===== src/rtl/serial_ram_pkg.sv =====
// Shared geometry for the serial RAM port. The read master and the RAM model
// both import this package, so the two sides always agree on pin count and
// frame length.
//   PINS / LOG2_CYCLES / CYCLES / WORD_BITS : pin and frame geometry
//   DEFAULT_READ_LATENCY                    : first address nibble -> first data nibble
//   DEFAULT_TAG_BITS                        : opaque request tag width
package serial_ram_pkg;

  localparam int PINS                 = 4;
  localparam int LOG2_CYCLES          = 2;
  localparam int CYCLES               = 1 << LOG2_CYCLES;
  localparam int WORD_BITS            = PINS * CYCLES;
  localparam int DEFAULT_READ_LATENCY = 8;
  localparam int DEFAULT_TAG_BITS     = 2;

  typedef logic [LOG2_CYCLES-1:0] phase_t;
  typedef logic [PINS-1:0]        nibble_t;
  typedef logic [WORD_BITS-1:0]   word_t;

  typedef enum logic {
    DESER_IDLE    = 1'b0,
    DESER_CAPTURE = 1'b1
  } deser_state_e;

  // True on the last cycle of a frame, the only cycle a request is taken.
  function automatic logic is_last_phase(input phase_t p);
    return p == phase_t'(CYCLES - 1);
  endfunction

endpackage


===== src/rtl/serial_ram_deser.sv =====
// Data-side deserializer. When start is seen, data_in is captured as nibble 0
// and the following CYCLES-1 cycles supply nibbles 1..CYCLES-1 (LSB nibble
// first). The cycle after the last nibble, rsp_valid pulses for one cycle;
// rsp_data / rsp_tag hold until the next response.
//   clk, rst_n : clock, asynchronous active-low reset
//   start      : first data nibble of a read is on data_in this cycle
//   start_tag  : tag of that read
//   data_in    : serial data nibble from RAM
//   rsp_valid  : one-cycle response strobe
//   rsp_data   : assembled word
//   rsp_tag    : tag of the read
module serial_ram_deser
  import serial_ram_pkg::*;
#(
  parameter int TAG_BITS = DEFAULT_TAG_BITS
) (
  input  logic                clk,
  input  logic                rst_n,
  input  logic                start,
  input  logic [TAG_BITS-1:0] start_tag,
  input  nibble_t             data_in,
  output logic                rsp_valid,
  output word_t               rsp_data,
  output logic [TAG_BITS-1:0] rsp_tag
);

  deser_state_e        state, state_next;
  phase_t              slot;       // nibble index being captured; 0 while idle
  word_t               buf_q;
  word_t               word_next;
  logic [TAG_BITS-1:0] tag_q;
  logic                capture;
  logic                last;

  always_comb begin
    // NOTE: every signal gets a default before the case so no path leaves it
    // unassigned; a missed branch would otherwise infer a latch.
    state_next = state;
    capture    = 1'b0;
    last       = 1'b0;
    word_next  = buf_q;
    unique case (state)
      DESER_IDLE: begin
        if (start) begin
          capture    = 1'b1;
          state_next = DESER_CAPTURE;
        end
      end
      DESER_CAPTURE: begin
        capture = 1'b1;
        if (slot == phase_t'(CYCLES - 1)) begin
          last       = 1'b1;
          state_next = DESER_IDLE;
        end
      end
      default: state_next = DESER_IDLE;
    endcase
    if (capture) word_next[PINS*int'(slot) +: PINS] = data_in;
  end

  always_ff @(posedge clk or negedge rst_n) begin
    // NOTE: sequential state uses non-blocking assignments so every register
    // samples pre-edge values regardless of statement order.
    if (!rst_n) begin
      state     <= DESER_IDLE;
      slot      <= '0;
      buf_q     <= '0;
      tag_q     <= '0;
      rsp_valid <= 1'b0;
      rsp_data  <= '0;
      rsp_tag   <= '0;
    end else begin
      state     <= state_next;
      rsp_valid <= last;
      if (capture) begin
        // Wraps back to 0 after the last nibble, ready for the next window.
        slot  <= slot + 1'b1;
        buf_q <= word_next;
      end
      if (state == DESER_IDLE && start) tag_q <= start_tag;
      if (last) begin
        rsp_data <= word_next;
        rsp_tag  <= tag_q;
      end
    end
  end

endmodule


===== src/rtl/serial_ram_reader.sv =====
// Read-side master for the external serial RAM port. One word-read request is
// taken per frame (on the last frame phase), its address is driven LSB nibble
// first on addr_out during the next frame, and the returned data nibbles are
// re-assembled into a word with a response strobe. The phase counter restarts
// from reset in lockstep with the RAM device's own frame counter.
//   clk, rst_n           : clock, asynchronous active-low reset
//   req_valid/req_ready  : request handshake (ready only at phase CYCLES-1)
//   req_addr, req_tag    : word address and opaque tag
//   addr_out             : serial address nibble to RAM
//   data_in              : serial data nibble from RAM
//   rsp_valid            : one-cycle response strobe
//   rsp_data, rsp_tag    : read word and its tag, held until the next response
module serial_ram_reader
  import serial_ram_pkg::*;
#(
  parameter int READ_LATENCY = DEFAULT_READ_LATENCY,
  parameter int TAG_BITS     = DEFAULT_TAG_BITS
) (
  input  logic                clk,
  input  logic                rst_n,
  input  logic                req_valid,
  output logic                req_ready,
  input  word_t               req_addr,
  input  logic [TAG_BITS-1:0] req_tag,
  output nibble_t             addr_out,
  input  nibble_t             data_in,
  output logic                rsp_valid,
  output word_t               rsp_data,
  output logic [TAG_BITS-1:0] rsp_tag
);

  phase_t              phase;
  logic                issue;      // current frame carries an accepted request
  word_t               addr_q;
  logic [TAG_BITS-1:0] tag_q;
  logic                entry;

  // In-flight tracking: one stage per cycle of read latency.
  logic [READ_LATENCY-1:0] dl_valid;
  logic [TAG_BITS-1:0]     dl_tag [READ_LATENCY];

  assign req_ready = is_last_phase(phase);
  assign addr_out  = issue ? addr_q[PINS*int'(phase) +: PINS] : '0;
  assign entry     = issue && (phase == '0);

  always_ff @(posedge clk or negedge rst_n) begin
    if (!rst_n) begin
      phase  <= '0;
      issue  <= 1'b0;
      addr_q <= '0;
      tag_q  <= '0;
    end else begin
      phase <= phase + 1'b1;
      // The issue flag is re-decided at every frame boundary, so a frame
      // without an accepted request drives zeros.
      if (req_ready) begin
        issue <= req_valid;
        if (req_valid) begin
          addr_q <= req_addr;
          tag_q  <= req_tag;
        end
      end
    end
  end

  always_ff @(posedge clk or negedge rst_n) begin
    if (!rst_n) begin
      // NOTE: the delay line is a register chain, not a RAM, and every stage is
      // reset so reads in flight at reset can never produce a response.
      dl_valid <= '0;
      for (int i = 0; i < READ_LATENCY; i++) dl_tag[i] <= '0;
    end else begin
      dl_valid[0] <= entry;
      dl_tag[0]   <= tag_q;
      for (int i = 1; i < READ_LATENCY; i++) begin
        dl_valid[i] <= dl_valid[i-1];
        dl_tag[i]   <= dl_tag[i-1];
      end
    end
  end

  // The last stage becomes valid exactly when the first data nibble is on
  // data_in: READ_LATENCY cycles after the first address nibble.
  serial_ram_deser #(
    .TAG_BITS (TAG_BITS)
  ) u_deser (
    .clk       (clk),
    .rst_n     (rst_n),
    .start     (dl_valid[READ_LATENCY-1]),
    .start_tag (dl_tag[READ_LATENCY-1]),
    .data_in   (data_in),
    .rsp_valid (rsp_valid),
    .rsp_data  (rsp_data),
    .rsp_tag   (rsp_tag)
  );

endmodule


===== config.mk =====
export PLATFORM = sky130hd
export DESIGN_NAME = serial_ram_reader
export DESIGN_NICKNAME = d
export VERILOG_FILES = /design/src/rtl/serial_ram_pkg.sv /design/src/rtl/serial_ram_deser.sv /design/src/rtl/serial_ram_reader.sv
export SDC_FILE = /design/constraint.sdc
export NUM_CORES = 1
export LEC_CHECK = 0
export ABC_AREA = 1
export BUFFER_PORTS_ARGS = -buffer_cell sky130_fd_sc_hd__buf_2
export CORE_MARGIN = 8
export CORE_UTILIZATION = 35
export CTS_BUF_LIST = sky130_fd_sc_hd__clkbuf_16
export CTS_CLUSTER_DIAMETER = 120
export CTS_CLUSTER_SIZE = 14
export DETAILED_ROUTE_END_ITERATION = 8
export GPL_TIMING_DRIVEN = 0
export PLACE_DENSITY = 0.56
export SETUP_SLACK_MARGIN = 0.5
export SYNTH_ARGS = -nofsm -noshare
export SYNTH_HDL_FRONTEND = slang
export SYNTH_HIERARCHICAL = 1
export SYNTH_SLANG_ARGS = --single-unit
export TNS_END_PERCENT = 100

===== constraint.sdc =====
create_clock -name clk -period 2 [get_ports clk]
set_input_delay 0.5 -clock clk [delete_from_list [all_inputs] [get_ports clk]]
set_output_delay 0.5 -clock clk [all_outputs]
set_load 0.02 [all_outputs]

==> results.cfg, run 1 <==
[status]
status = finished, final reports clean

[clock_network]
ctsLongestPathBuffers = 2
numCtsBuffers = 9
cts_tree = yes
clock_sinks = 85
clock_latency_ns = 0.33
htreeDepth = 3
cts-hold-fix-buffers = 0
clk_pin_slew_worst_paths_ns = 0.06
cts-root-buf = clkbuf_16

[timing]
setup_viol = 0
final.period_utilization_pct = 92.3
drv_slew = 0
worst_pin_slew_ns = 0.537
rsz0062_at_grt = yes
finalCriticalPeriod_ns = 1.85
setup_ws_ns = 0.154
fmax_ghz = 0.542
hold_viol = 0
max_slew_margin_pct = 64.2
skew_ns = 0.00759

[route]
drt_iter0_drc = 79
vias_per_cell = 4.29
vias = 2354
drt_first_pass_iters = 4
ant_nets = 0
drcViolationCount = 0
wirelength_um = 6740
post_drt_wl_per_cell_um = 12.3

[cells_and_area]
finalNetCount = 444
mostFrequentLayoutCells = nand2_1 (100), dfrtp_1 (83), buf_2 (44), inv_1 (30), nor2_1 (25)
area_growth_pct = 26.0
final_common_cell = nand2_1
insertedDiodeCount = 0
fillers = 957
drive_gt1_share_pct = 36.3
fin_cells = 549

[worst_setup_path]
max_stage_delay_ns = 0.38
crit_fanout = 10
crit_type = reg2out
cp.required_ns = 1.50
crit_slowest_cell = dfrtp_1
cpMostUsedCell = buf_6
crit_chain = buf_6 -> inv_6 -> nand2_1 -> nand3_2 -> a21oi_2 -> buf_6
path_delay_family = flip-flops
cp-end-kind = primary output
startpoint_type = flop
cp.buffers_inverters = 3
crit_arrival_ns = 1.35

[pwr]
swShare_pct = 34.8
power.switching_mw = 1.96
share_seq_of_total_power_pct = 39.9
clkPwrFrac_pct = 29.4
intPower_mw = 3.67
p_comb_share_pct = 30.6
ir_drop_mv = 0.428
power_density_nw_per_um2 = 1300
leakagePower_nw = 2.29

[die]
die_h_um = 115
core_area_um2 = 9640
pin_count = 49
fp.dieW_um = 115
die_area_um2 = 13300
rows = 36
start_util_pct = 35.7

[placement]
dp_hpwl_um = 4760
portBuffers = 48
dp_slack_ns = 0.305
gp_congestion = 0.802
dp_cells = 528

[global_routing]
grt-ovfl-total = 0
antenna_found_initial = 0
grt_max_degree = 46
grt_util_all_layers_pct = 11.2
grt_pass1_wl_um = 11600
grt_pass1_vias = 2515

[synth]
yosysUniqueCellTypes = 23
syn-cell-area_um2 = 3440
synthesis.nets = 378
yosysWarnings = 6
synth_cells = 346
synth-seq-area-share_pct = 61.9
ys_ff_latch = 85
syn_avg_cell_area_um2 = 9.94
synth_ff_type = dfrtp_1
async_flop_share_pct = 100
synth_edf_count = 0

[worst_hold_path]
hold_path_class = in2async

[job]
max-cap-violations = 0
-- power by group through the flow --
| stage | clock (mW) | combinational [mW] | sequential [mW] |
|---|---|---|---|
| floorplan | 0 | 0.965 | 2.42 |
| global placement | 0 | 1.55 | 2.26 |
| detailed placement | 0 | 1.57 | 2.27 |
| CTS | 1.70 | 1.65 | 2.25 |
| global route | 1.77 | 1.93 | 2.29 |
| finish | 1.66 | 1.72 | 2.25 |
-- cell usage after synthesis, types with 2 or more instances --
| library cell | n | share of area [%] |
|---|---|---|
| buf_6 | 3 | 0.98 |
| clkinv_4 | 2 | 0.51 |
| buf_4 | 2 | 0.44 |
| buf_2 | 2 | 0.29 |
| nand2_1 | 105 | 11 |
| a21oi_2 | 16 | 4.1 |
| a21oi_1 | 5 | 0.73 |
| inv_1 | 33 | 3.6 |
| o21ai_0 | 3 | 0.44 |
| ha_1 | 7 | 2.5 |
| nand2_2 | 16 | 2.9 |
| nor2_4 | 5 | 1.6 |
| nor2_1 | 27 | 2.9 |
| dfrtp_1 | 85 | 62 |
| clkinv_2 | 2 | 0.29 |
| nand3_1 | 26 | 3.8 |
-- cell families after synthesis --
group                      after synthesis  share of synthesized area [%]
and+or+nand+nor                        181                           23.3
DFF                                     85                           61.9
buffers and inverters                   47                           6.51
AOI/OAI and AO/OA                       24                           5.24
adders and majority gates                7                           2.55
xor gates and xnor gates                 1                          0.255
muxes                                    1                          0.327
-- layout make-up --
type / count / area, µm² / area share (%)
multi-input cells: 214 / 1180 / 27.2
clock inverters: 6 / 68.8 / 1.59
inverters: 40 / 171 / 3.96
flip-flops and latches: 85 / 2130 / 49.1
plain buffers: 7 / 67.6 / 1.56
repair buffers: 55 / 327 / 7.54
clock buffers: 9 / 225 / 5.20
well taps: 133 / 166 / 3.84
-- sequential cells by signal, summed over array words and instances, names as in the netlist --
| register | cells |
|---|---|
| u_deser/buf_q | 16 |
| u_deser/rsp_valid | 1 |
| addr_q | 16 |
| phase | 2 |
| tag_q | 2 |
| dl_tag | 16 |
| u_deser/rsp_tag | 2 |
| u_deser/state | 1 |
| u_deser/rsp_data | 16 |
| u_deser/tag_q | 2 |
| u_deser/slot | 2 |
| issue | 1 |
| dl_valid | 8 |
-- worst paths after layout --
check	startpoint	to	slack, ns	depth (start not counted)
worst max-delay path	phase[0]	addr_out[2]	0.15	6
worst min-delay path	rst_n	u_deser/rsp_data[8]	0.15	1
worst max register to register	u_deser/slot[0]	u_deser/rsp_data[11]	0.59	10
worst min register to register	dl_tag[14]	dl_tag[12]	0.35	0
max in group asynchronous	rst_n	dl_tag[9]	1.24	2
min in group clk	dl_tag[14]	dl_tag[12]	0.35	0
-- routing by layer --
| layer | vias to the layer above | global-route usage, % | share of wire (%) |
|---|---|---|---|
| li1 | 1189 | - | - |
| met1 | 1111 | 13.6 | 45 |
| met2 | 45 | 17.7 | 48 |
| met3 | 9 | 3.26 | 6.0 |
| met4 | 0 | 6.04 | 1.6 |
| met5 | - | 0 | 0 |
-- metrics by stage --
stage / setup TNS [ns] / utilization, % / hold slack (ns) / power [mW] / cell area (µm²)
floorplan: 0 / - / 0.204 / 3.39 / 3450
global route: 0 / 45.0 / 0.200 / 5.99 / 4330
detailed placement: 0 / 40.3 / 0.335 / 3.85 / 3880
finish: 0 / 45.0 / 0.149 / 5.63 / 4330
CTS: 0 / 44.4 / 0.169 / 5.60 / 4280
global placement: -23.70 / 40.0 / 0.332 / 3.82 / 3860
-- timing repair --
action / CTS / global route
gates resized for setup: 24 / 14
pin swaps: 6 / 4
endpoints found under the setup margin: 36 / 28
buffers inserted: 3 / 2
gates cloned: 1 / 0
Power figures use the tool's default switching activity.
==> inputs of run 2 (changes only) <==
--- a/config.mk
+++ b/config.mk
@@ -7,14 +7,14 @@
 export LEC_CHECK = 0
 export ABC_AREA = 1
 export BUFFER_PORTS_ARGS = -buffer_cell sky130_fd_sc_hd__buf_2
-export CORE_MARGIN = 8
+export CORE_MARGIN = 1
 export CORE_UTILIZATION = 35
 export CTS_BUF_LIST = sky130_fd_sc_hd__clkbuf_16
 export CTS_CLUSTER_DIAMETER = 120
 export CTS_CLUSTER_SIZE = 14
 export DETAILED_ROUTE_END_ITERATION = 8
 export GPL_TIMING_DRIVEN = 0
-export PLACE_DENSITY = 0.56
+export PLACE_DENSITY = 0.52
 export SETUP_SLACK_MARGIN = 0.5
 export SYNTH_ARGS = -nofsm -noshare
 export SYNTH_HDL_FRONTEND = slang
==> results.cfg, run 2 (synthesized netlist as in run 1, its figures left out) <==
[cells_and_area]
insertedDiodeCount = 0
area_growth_pct = 25.7
fin_cells = 547
mostFrequentLayoutCells = nand2_1 (98), dfrtp_1 (83), buf_2 (43), inv_1 (31), nor2_1 (24)
drive_gt1_share_pct = 36.6
finalNetCount = 446
final_common_cell = nand2_1

[global_routing]
grt_pass1_wl_um = 11200
antenna_found_initial = 0
grt_util_all_layers_pct = 14.6
grt_pass1_vias = 2455
grt_max_degree = 50
grt-ovfl-total = 0

[worst_setup_path]
critPathLaunch = phase[0]
reg2reg_from = u_deser/slot[0]
cp.required_ns = 1.50
startpoint_type = flop
crit_arrival_ns = 1.38
crit_fanout = 4
cp-end-kind = primary output
crit_type = reg2out

[pwr]
intPower_mw = 3.54
swShare_pct = 35.0
leakagePower_nw = 2.30
power_mw = 5.44
power.switching_mw = 1.90
clkPwrFrac_pct = 26.6
power_density_nw_per_um2 = 1260
p_comb_share_pct = 32.1
share_seq_of_total_power_pct = 41.3
ir_drop_mv = 0.448

[die]
core_area_um2 = 9370
die_h_um = 101
fp.dieW_um = 101
start_util_pct = 36.7
rows = 35
pin_count = 49
die_area_um2 = 10200

[timing]
setup_viol = 0
hold_viol = 0
fmax_ghz = 0.533
worst_pin_slew_ns = 0.498
final.period_utilization_pct = 93.8
rsz0062_at_grt = yes
finalCriticalPeriod_ns = 1.88
skew_ns = 0.00556
max_slew_margin_pct = 66.8
drv_slew = 0
tns_ns = 0

[route]
drt_iter0_drc = 79
wirelength_um = 6480
post_drt_wl_per_cell_um = 11.8
vias_per_cell = 4.32
drcViolationCount = 0
vias = 2365
ant_nets = 0
drt_first_pass_iters = 4

[clock_network]
clk_pin_slew_worst_paths_ns = 0.06
cts-root-buf = clkbuf_16
htreeDepth = 3
numCtsBuffers = 9
clock_latency_ns = 0.33
cts-hold-fix-buffers = 0
clock_sinks = 85
cts_tree = yes
ctsLongestPathBuffers = 2

[worst_hold_path]
hold_path_class = in2async

[placement]
dp_cells = 524
dp_hpwl_um = 4480
gp_congestion = 0.778
portBuffers = 48

[job]
max-cap-violations = 0

[status]
status = finished, final reports clean
[run 2: cell types whose count changed in the layout (fill, tap and decap cells not counted), sizes merged]
cell,delta
clkinvlp,+1
clkbuf,-1
buf,+3
bufinv,-1
[run 2: cell type report]
class / instances / area (µm²)
clock inverters: 6 / 32.5
inverters: 40 / 176
plain buffers: 7 / 67.6
clock buffers: 9 / 225
fillers: 933 / 5050
well taps: 129 / 161
repair buffers: 57 / 348
multi-input cells: 214 / 1180
flip-flops and latches: 85 / 2130
[run 2: what timing repair did]
action / in CTS / in global routing
setup buffers: 2 / 5
cloned: 1 / 0
pin swaps: 4 / 5
resized for setup: 28 / 15
endpoints found under the hold margin: 0 / 0
setup endpoints to repair: 35 / 25
[run 2: per-stage QoR]
stage	area [µm²]	util [%]	hold WS, ns	setup WS [ns]
after CTS	4240	45.3	0.155	0.114
after detailed placement	3880	41.5	0.335	0.310
final	4320	46.1	0.137	0.124
after floorplan	3450	-	0.204	0.509
after global placement	3850	41.1	0.332	-0.313
after global routing	4320	46.1	0.171	0.0538
[run 2: layer usage]
metal	wire, µm	track usage (%)	vias to the layer above
met5	0	0	-
met4	64	5.02	0
met3	268	4.44	7
met2	3260	25.1	45
met1	2890	17.3	1121
li1	-	-	1192
[run 2: critical path, cell delays in order, from the launching register on]
cell and delay [ns]:
dfrtp_1 0.41, buf_4 0.17, nand2_1 0.09, nand3_2 0.08, a21oi_2 0.14, buf_4 0.15
[run 2: worst paths after layout]
path                                        end  slack, ns  depth (start not counted)
max                                 addr_out[0]       0.12                          5
min                           u_deser/buf_q[11]       0.14                          1
max reg2reg                u_deser/rsp_data[11]       0.58                         10
min reg2reg                           dl_tag[2]       0.34                          0
max in group asynchronous       u_deser/slot[0]       1.24                          2
min in group clk                      dl_tag[2]       0.34                          0
[run 2: power groups by stage]
stage          logic (mW)  registers, mW  clock network (mW)
3_3_place_gp         1.55           2.26                   0
5_1_grt              1.97           2.29                1.59
4_1_cts              1.65           2.25                1.50
6_report             1.75           2.25                1.45
3_5_place_dp         1.57           2.27                   0
2_1_floorplan       0.965           2.42                   0
==> inputs of run 3 (changes only) <==
--- a/config.mk
+++ b/config.mk
@@ -15,7 +15,7 @@
 export DETAILED_ROUTE_END_ITERATION = 8
 export GPL_TIMING_DRIVEN = 0
 export PLACE_DENSITY = 0.52
-export SETUP_SLACK_MARGIN = 0.5
+export SETUP_SLACK_MARGIN = 0.2
 export SYNTH_ARGS = -nofsm -noshare
 export SYNTH_HDL_FRONTEND = slang
 export SYNTH_HIERARCHICAL = 1
==> constraint.sdc (replaced) <==
create_clock -name clk -period 2 [get_ports clk]
set_input_delay 0.4 -clock clk [delete_from_list [all_inputs] [get_ports clk]]
set_output_delay 0.4 -clock clk [all_outputs]
set_load 0.02 [all_outputs]
==> results.cfg, run 3 (synthesized netlist as in run 1, its figures left out) <==
[route]
drcViolationCount = 0
drt_iter0_drc = 64
post_drt_wl_per_cell_um = 11.4
wirelength_um = 6160
drt_first_pass_iters = 4
ant_nets = 0
vias = 2329
vias_per_cell = 4.31

[worst_setup_path]
reg2reg_from = u_deser/slot[0]
crit_fanout = 10
r2r-end = u_deser/rsp_data[2]
startpoint_type = flop
critPathLaunch = phase[0]
r2r_cells = 9
crit_type = reg2out
crit_arrival_ns = 1.36
worst-r2r-setup-slack_ns = 0.41
cp.required_ns = 1.60
cp-end-kind = primary output

[cells_and_area]
fin_cells = 540
area_growth_pct = 22.1
multi_input_area_um2 = 1090
drive_gt1_share_pct = 29.4
fillers = 955
fin_util_pct = 44.8
finalNetCount = 439
seqCellArea_um2 = 2130
insertedDiodeCount = 0
final_common_cell = nand2_1
mostFrequentLayoutCells = nand2_1 (105), dfrtp_1 (85), buf_2 (45), inv_1 (31), nor2_1 (27)

[global_routing]
gr-usage-met2_pct = 22.3
grt_pass1_vias = 2389
antenna_found_initial = 0
grt_util_all_layers_pct = 13.9
grt_busiest_layer = met2
grt_pass1_wl_um = 11000
grt_max_degree = 69
grtUsageMet1_pct = 18.3
gr-usage-met3_pct = 3.12
grt-ovfl-total = 0

[clock_network]
cts_setup_buffers = 0
clk_pin_slew_worst_paths_ns = 0.06
clock_sinks = 85
cts_tree = yes
htreeDepth = 3
cts-root-buf = clkbuf_16
clock_latency_ns = 0.33
ctsLongestPathBuffers = 2
numCtsBuffers = 9

[timing]
worst_pin_slew_ns = 0.372
rsz0062_at_grt = yes
drv_slew = 0
tns_ns = 0
skew_ns = 0.00669
max_slew_margin_pct = 75.2
finalCriticalPeriod_ns = 1.76
setup_ws_ns = 0.244
final.period_utilization_pct = 87.8
setup_viol = 0
fmax_ghz = 0.570
hold_viol = 0

[placement]
dp_cells = 524
dp_hpwl_um = 4350
gp_congestion = 0.778
dp_slack_ns = 0.319
portBuffers = 48

[worst_hold_path]
min_to = tag_q[0]
min_from = req_tag[0]
hold_path_class = in2reg
whs_path_depth = 3

[die]
die_area_um2 = 10200
core_area_um2 = 9370
fp.dieW_um = 101
rows = 35
start_util_pct = 36.7
die_h_um = 101
pin_count = 49

[pwr]
power_density_nw_per_um2 = 1290
ir_drop_mv = 0.482
leakagePower_nw = 2.25
power_mw = 5.43

[status]
status = finished, final reports clean

[job]
max-cap-violations = 0
## run 3: cell count changes in the layout (fill, tap and decap cells not counted), sizes merged
cell,before,now
bufinv,0,1
dlygate4sd3,0,1
buf,64,56
inv,38,37
## run 3: worst max-delay path by stage
stage,endpoint,slack (ns),cells past startpoint
floorplan,u_deser/rsp_data[0],0.51,9
global placement,tag_q[1],-0.21,1
detailed placement,u_deser/rsp_data[3],0.32,9
CTS,addr_out[3],0.21,6
global route,addr_out[0],0.15,6
finish,addr_out[1],0.24,6
## run 3: layout make-up
type / instances / share of cell area [%]
buffer: 7 / 1.49
clock buffer: 9 / 5.37
clock inverter: 6 / 1.70
inverter: 40 / 3.93
multi-input combinational: 214 / 26.1
sequential: 85 / 50.7
tap: 129 / 3.85
timing repair buffer: 50 / 6.92
## run 3: routing by layer
layer  vias to the layer above  routed length [µm]
met1                      1089                2840
met2                        46                2950
met5                         -                   0
met3                        11                 274
met4                         0                  95
li1                       1183                   -
## run 3: what timing repair did
item | CTS | global route
hold buffers | 1 | 0
resized for setup | 4 | 5
endpoints found under the setup margin | 2 | 16
pin swaps | 0 | 2
hold endpoints to repair | 17 | 0
## run 3: through the flow
step / cell area, µm² / hold slack [ns]
2_1_floorplan: 3440 / 0.104
4_1_cts: 4190 / 0.300
6_report: 4200 / 0.306
5_1_grt: 4200 / 0.311
3_3_place_gp: 3840 / 0.331
3_5_place_dp: 3870 / 0.300
## run 3: worst max-delay path: stages, from the launching register on
cell and delay (ns):
dfrtp_1 0.36, buf_6 0.15, inv_4 0.06, nand2_1 0.06, nand3_1 0.08, a21oi_1 0.16
buf_4 0.16
## run 3: power breakdown
group | internal (mW) | switching [mW]
Sequential | 2.08 | 0.155
Clock | 0.970 | 0.660
Combinational | 0.503 | 1.06
